<file path="config.mk">
export PLATFORM = sky130hd
export DESIGN_NAME = rsc_enc_core
export DESIGN_NICKNAME = d
export VERILOG_FILES = /design/src/rtl/rsc_enc_core.sv
export SDC_FILE = /design/constraint.sdc
export NUM_CORES = 2
export LEC_CHECK = 0
export CAP_MARGIN = 40
export CORE_ASPECT_RATIO = 0.6
export CORE_MARGIN = 2
export CORE_UTILIZATION = 30
export CTS_CLUSTER_SIZE = 25
export DETAILED_ROUTE_END_ITERATION = 8
export DONT_BUFFER_PORTS = 1
export PLACE_DENSITY_LB_ADDON = 0.05
export REMOVE_ABC_BUFFERS = 1
export SLEW_MARGIN = 20
export SYNTH_ARGS = -nofsm -noshare
export SYNTH_HDL_FRONTEND = slang
export SYNTH_SLANG_ARGS = --single-unit
</file>
<file path="constraint.sdc">
create_clock -name iclk -period 5.7 [get_ports iclk]
set_input_delay 0.57 -clock iclk [delete_from_list [all_inputs] [get_ports iclk]]
set_output_delay 0.57 -clock iclk [all_outputs]
set_load 0.02 [all_outputs]
</file>
<file path="src/rtl/rsc_enc_core.sv">
// Duobinary 8-state circular RSC encoder: buffers a block, encodes from 0 to find the final state, then re-encodes from Sc.
// Output starts 3 enabled cycles after ieop; ordy drops for CIRC/ENC, so one block is in flight at a time.
module rsc_enc_core #(
  parameter int pN_MAX = 1024
) (
  input  logic       iclk,
  input  logic       ireset,
  input  logic       iclkena,
  input  logic       isop,
  input  logic       ieop,
  input  logic       ival,
  input  logic [1:0] idat,
  output logic       ordy,
  output logic       osop,
  output logic       oeop,
  output logic       oval,
  output logic [1:0] odat,
  output logic       oy,
  output logic       ow,
  output logic       oerr
);

  localparam int CW = $clog2(pN_MAX + 1);
  localparam int AW = (pN_MAX > 1) ? $clog2(pN_MAX) : 1;

  typedef enum logic [1:0] {S_IDLE, S_LOAD, S_CIRC, S_ENC} state_t;

  // state vector s = {s1, s2, s3}; ab = {A, B}
  function automatic logic [2:0] trellis_next(input logic [2:0] s, input logic [1:0] ab);
    logic fb;
    fb = ab[1] ^ ab[0] ^ s[2] ^ s[0];
    return {fb, s[2] ^ ab[0], s[1] ^ ab[0]};
  endfunction

  function automatic logic [1:0] trellis_par(input logic [2:0] s, input logic [1:0] ab);
    logic fb;
    fb = ab[1] ^ ab[0] ^ s[2] ^ s[0];
    return {fb ^ s[1] ^ s[0], fb ^ s[0]};
  endfunction

  function automatic logic [2:0] gz_pow(input logic [2:0] s, input int p);
    logic [2:0] r;
    r = s;
    for (int i = 0; i < p; i++) r = {r[2] ^ r[0], r[2], r[1]};
    return r;
  endfunction

  function automatic logic [2:0] circ_search(input int p, input logic [2:0] sn);
    logic [2:0] r;
    logic [2:0] k3;
    r = 3'd0;
    if (p != 0) begin
      for (int k = 0; k < 8; k++) begin
        k3 = 3'(k);
        if ((gz_pow(k3, p) ^ k3) == sn) r = k3;
      end
    end
    return r;
  endfunction

  logic [2:0] circ_rom [0:6][0:7];

  for (genvar gp = 0; gp < 7; gp++) begin : g_rom_p
    for (genvar gs = 0; gs < 8; gs++) begin : g_rom_s
      assign circ_rom[gp][gs] = circ_search(gp, 3'(gs));
    end
  end

  state_t        state;
  logic [CW-1:0] cnt;
  logic [CW-1:0] ocnt;
  logic [2:0]    st;
  logic [2:0]    enc_st;
  logic [2:0]    mod7;
  logic          blk_err;
  logic [AW-1:0] rptr;
  logic [1:0]    rd_dat;
  logic [1:0]    mem [0:pN_MAX-1];

  logic          in_beat;
  logic [AW-1:0] wr_addr;
  logic [AW-1:0] rd_addr;
  logic [2:0]    base_st;
  logic [CW-1:0] cnt_nxt;
  logic [2:0]    mod7_nxt;
  logic          full;
  logic          last_in;
  logic          last_out;

  always_comb begin
    in_beat  = ival && ((state == S_IDLE && isop) || state == S_LOAD);
    wr_addr  = isop ? '0 : cnt[AW-1:0];
    base_st  = isop ? 3'd0 : st;
    cnt_nxt  = isop ? CW'(1) : cnt + CW'(1);
    mod7_nxt = isop ? 3'd1 : ((mod7 == 3'd6) ? 3'd0 : mod7 + 3'd1);
    full     = (cnt_nxt == CW'(pN_MAX));
    last_in  = ieop || full;
    rd_addr  = (state == S_CIRC) ? '0 : rptr;
    last_out = (ocnt == cnt - CW'(1));
  end

  // block buffer: registered read feeds the encoder one cycle later
  always_ff @(posedge iclk) begin
    if (iclkena) begin
      if (in_beat) mem[wr_addr] <= idat;
      rd_dat <= mem[rd_addr];
    end
  end

  always_ff @(posedge iclk) begin
    if (ireset) begin
      state   <= S_IDLE;
      ordy    <= 1'b1;
      osop    <= 1'b0;
      oeop    <= 1'b0;
      oval    <= 1'b0;
      oerr    <= 1'b0;
      odat    <= 2'd0;
      oy      <= 1'b0;
      ow      <= 1'b0;
      cnt     <= '0;
      ocnt    <= '0;
      st      <= 3'd0;
      enc_st  <= 3'd0;
      mod7    <= 3'd0;
      blk_err <= 1'b0;
      rptr    <= '0;
    end else if (iclkena) begin
      oval <= 1'b0;
      osop <= 1'b0;
      oeop <= 1'b0;
      case (state)
        S_IDLE, S_LOAD: begin
          if (in_beat) begin
            st      <= trellis_next(base_st, idat);
            cnt     <= cnt_nxt;
            mod7    <= mod7_nxt;
            // running past pN_MAX without ieop closes the block and flags it
            blk_err <= (isop ? 1'b0 : blk_err) | (full && !ieop);
            if (last_in) begin
              state <= S_CIRC;
              ordy  <= 1'b0;
            end else begin
              state <= S_LOAD;
            end
          end
        end
        S_CIRC: begin
          enc_st  <= circ_rom[mod7][st];
          blk_err <= blk_err | (mod7 == 3'd0) | (cnt < CW'(2));
          rptr    <= AW'(1);
          ocnt    <= '0;
          state   <= S_ENC;
        end
        S_ENC: begin
          oval      <= 1'b1;
          osop      <= (ocnt == '0);
          oeop      <= last_out;
          odat      <= rd_dat;
          {oy, ow}  <= trellis_par(enc_st, rd_dat);
          enc_st    <= trellis_next(enc_st, rd_dat);
          oerr      <= last_out ? blk_err : ((ocnt == '0) ? 1'b0 : oerr);
          ocnt      <= ocnt + CW'(1);
          rptr      <= rptr + AW'(1);
          if (last_out) begin
            state <= S_IDLE;
            ordy  <= 1'b1;
          end
        end
        default: begin
          state <= S_IDLE;
          ordy  <= 1'b1;
        end
      endcase
    end
  end

endmodule
</file>
==> out/summary.txt <==
DRC: 0
Final Power: 31.9 mW
Core Area: 293000 um2
number of global-route vias before repair: 56812
DR vias/cell: 5.64
CTS buffer count: 218
DRT iter0 DRCs: 8483
CP required: 6.39 ns
# setup viols final: 0
Net Sw Frac: 0.221
syn avg cell area: 13.5 um2
Synth Area in XOR/XNOR: 0.00347
power density cells: 315 nW/um2
clock sinks: 2103
Hold WS: 0.0884 ns
post-detailed-route count of antenna-violating nets: 0
clock-pin slew on the worst setup and hold paths: 0.07 ns
MaxCap Viol Count: 0
asr flop ratio synth: 0
dpl cell area: 94600 um2
Total Wirelength: 392 mm
layout cells sized above 1: 0.129
Post-Synth Simple-Gate Area: 0.0963
switching pwr: 7.05 mW
sequential share of power: 0.531
Clock Skew: 0.0438 ns
minimum clock period: 4.95 ns
EDFF count, synth: 2050
worst-margin pin slew: 1.41 ns
I/O pin total: 17
largest family of logic cells by synthesized area: compound AO/OA/AOI/OAI gates
critical path arrival: 5.64 ns
port bufs: 0
ys flop type: edfxtp_1
status: finished clean
Slew headroom: 0.0631
startpoint type of the worst setup path: register
Skew-Pair Late Insertion Delay: 0.91 ns
HPWL after DPL: 245 mm
crit-path max FO: 30
Worst Path Class, Setup: reg -> reg
Die W: 704 um
Peak VDD IR: 0.239 mV
adder-cell share of the synthesized area: 0.00128
GR Overflow Total: 0
largest net degree at the start of global routing: 226
TritonCTS clock tree: built
mux share of post-synthesis cell area: 0.0588
antenna violations before repair: 67
mean routed wirelength per cell: 36.9 um
final critical-path share of the clock period: 0.869
internal power: 24.9 mW
DIE HEIGHT: 424 um
worst-case clock buffer depth: 4
Max H-tree Level: 4
Initial Utilization: 0.301
Post-Syn Area: 88300 um2
site row count: 154
Synth Instances: 6562
via count: 59910
number of synthesized register bits: 2103
synth unique cells: 92
register area share after synthesis: 0.709
Area Growth Syn to Fin: 14.9%
final core occ: 0.346
RSZ-0062 raised after global routing: no
setup TNS: 0 ns
Comb pwr share: 0.025
Final Hold Viols: 0
DIE AREA: 299000 um2
worst-case reg-to-reg path depth: 14
1st-pass router iterations: 5
Synth warnings: 0
Slew Limit Fails: 0
first-pass GRT wire length: 527 mm
Min-Delay Path Class: in -> reg
CP endpoint kind: register
Finished Cell Area: 102000 um2
post-synthesis compound-gate area fraction: 0.0994
clock root cell: clkbuf_16
Worst Hold Depth: 1
fmax: 202 MHz
GP Congestion: 0.837
GRT Resource Usage Total: 0.256
P_leak: 30.2 nW
fin nets: 6574
post-cts sizing count: 0
Clock power frac: 0.443
## critical path, cell delays in order (launching register included)
cell and delay, ns:
dfxtp_2 0.79, inv_1 0.40, nor3_4 0.43, buf_12 0.35
buf_4 0.30, o221a_2 0.26, nor4_1 0.07, a311oi_1 0.49
buf_2 0.29, a211oi_2 0.06, buf_4 0.21, buf_4 0.14
nor4_1 0.31, o32ai_1 0.16, nor4b_2 0.32
## placed cells by master, fill, tap and decap left out, types with 101 or more instances in the layout
| cell type | Yosys | routed |
|---|---|---|
| a21oi_1 | 283 | 282 |
| nor2_1 | 1371 | 1364 |
| o21ai_0 | 239 | 238 |
| o22ai_1 | 166 | 166 |
| buf_4 | 73 | 255 |
| mux2_2 | 101 | 101 |
| mux2i_1 | 349 | 349 |
| edfxtp_1 | 2050 | 2050 |
| nand2_1 | 267 | 234 |
| clkbuf_16 | 0 | 220 |
## worst paths after layout
path	end	slack, ns	start
worst max-delay path	rd_dat[1]	0.75	rptr[1]
worst max register to register	rd_dat[1]	0.75	rptr[1]
worst min register to register	enc_st[0]	0.52	enc_st[0]
worst min-delay path	mem[451][0]	0.09	idat[0]
## registers in the layout, summed over array words and instances, names as in the netlist, 2 cells and up
name,count
cnt,11
enc_st,3
mem,2048
mod7,3
ocnt,11
odat,2
rd_dat,2
rptr,10
st,3
state,2
## timing repair
action | 4_1_cts | 5_1_grt
hold endpoints to repair | 287 | 0
buffers inserted | 0 | 0
hold buffers | 8 | 0
## kinds of logic (layout without fill, tap and decap cells)
| family | Yosys count | in the layout |
|---|---|---|
| mux | 475 | 475 |
| xor+xnor | 35 | 35 |
| buf+inv | 596 | 753 |
| flops | 2103 | 2103 |
| other cells | 0 | 4 |
| fa+ha+maj | 9 | 9 |
| simple gates | 2026 | 2026 |
| compound gates | 1318 | 1318 |
## through the flow
stage / cells / worst slack, ns
floorplan: 5986 / -26.87
global placement: 10178 / -0.889
detailed placement: 10220 / 0.530
CTS: 10610 / 0.469
global route: 10620 / 0.710
finish: 10623 / 0.748
## Yosys cell counts, types with 13 or more instances
master | number | share of area
o211ai_1 | 47 | 0.0040
a2111oi_0 | 37 | 0.0037
o21ai_0 | 239 | 0.014
o311ai_0 | 17 | 0.0017
a22o_1 | 13 | 0.0013
a221o_1 | 18 | 0.0020
mux4_2 | 25 | 0.0064
or3_1 | 39 | 0.0028
nand4_1 | 19 | 0.0013
nor4_1 | 29 | 0.0021
buf_2 | 190 | 0.011
o31ai_1 | 21 | 0.0018
nor2b_1 | 16 | 0.0011
xor2_1 | 18 | 0.0018
a211oi_1 | 98 | 0.0083
dfxtp_1 | 53 | 0.012
nand2_1 | 267 | 0.011
buf_4 | 73 | 0.0062
mux2i_1 | 349 | 0.040
edfxtp_1 | 2050 | 0.70
inv_1 | 17 | 0.00072
nand2b_1 | 45 | 0.0032
a21oi_1 | 283 | 0.016
o21a_1 | 34 | 0.0029
o221ai_1 | 54 | 0.0054
a31oi_1 | 47 | 0.0033
mux2_2 | 101 | 0.013
a22oi_1 | 42 | 0.0036
or2_2 | 20 | 0.0014
and3_1 | 16 | 0.0011
nor2_1 | 1371 | 0.058
a221oi_1 | 62 | 0.0061
nand3_1 | 69 | 0.0039
o2111ai_1 | 14 | 0.0014
o22ai_1 | 166 | 0.012
xnor2_1 | 17 | 0.0017
buf_1 | 78 | 0.0033
clkbuf_1 | 228 | 0.0097
nor3_1 | 78 | 0.0044
## per-layer routing
layer  share of wire  wire length, um  GRT usage
met1            0.50           195000      0.413
met5        0.000064               25          0
met3           0.087            34000     0.0507
met4           0.017             6660     0.0417
met2            0.40           157000      0.352
## layout make-up
class | count | area [um2]
Fill cell | 28603 | 192000
Sequential cell | 2103 | 62600
Multi-Input combinational cell | 3863 | 23400
Clock buffer | 275 | 5740
Tap cell | 3900 | 4880
Timing Repair Buffer | 351 | 3810
Clock inverter | 107 | 910
Inverter | 20 | 80.1
Antenna cell | 4 | 10.0
## power by group through the flow
stage               Sequential [mW]  Clock [mW]  Combinational [mW]
floorplan                      17.3           0               0.415
global placement               17.3           0               0.757
detailed placement             17.3           0               0.758
CTS                            17.0        14.4               0.808
global route                   17.0        14.9               0.856
finish                         17.0        14.2               0.809
No activity file was read; power rests on OpenSTA's default activity.
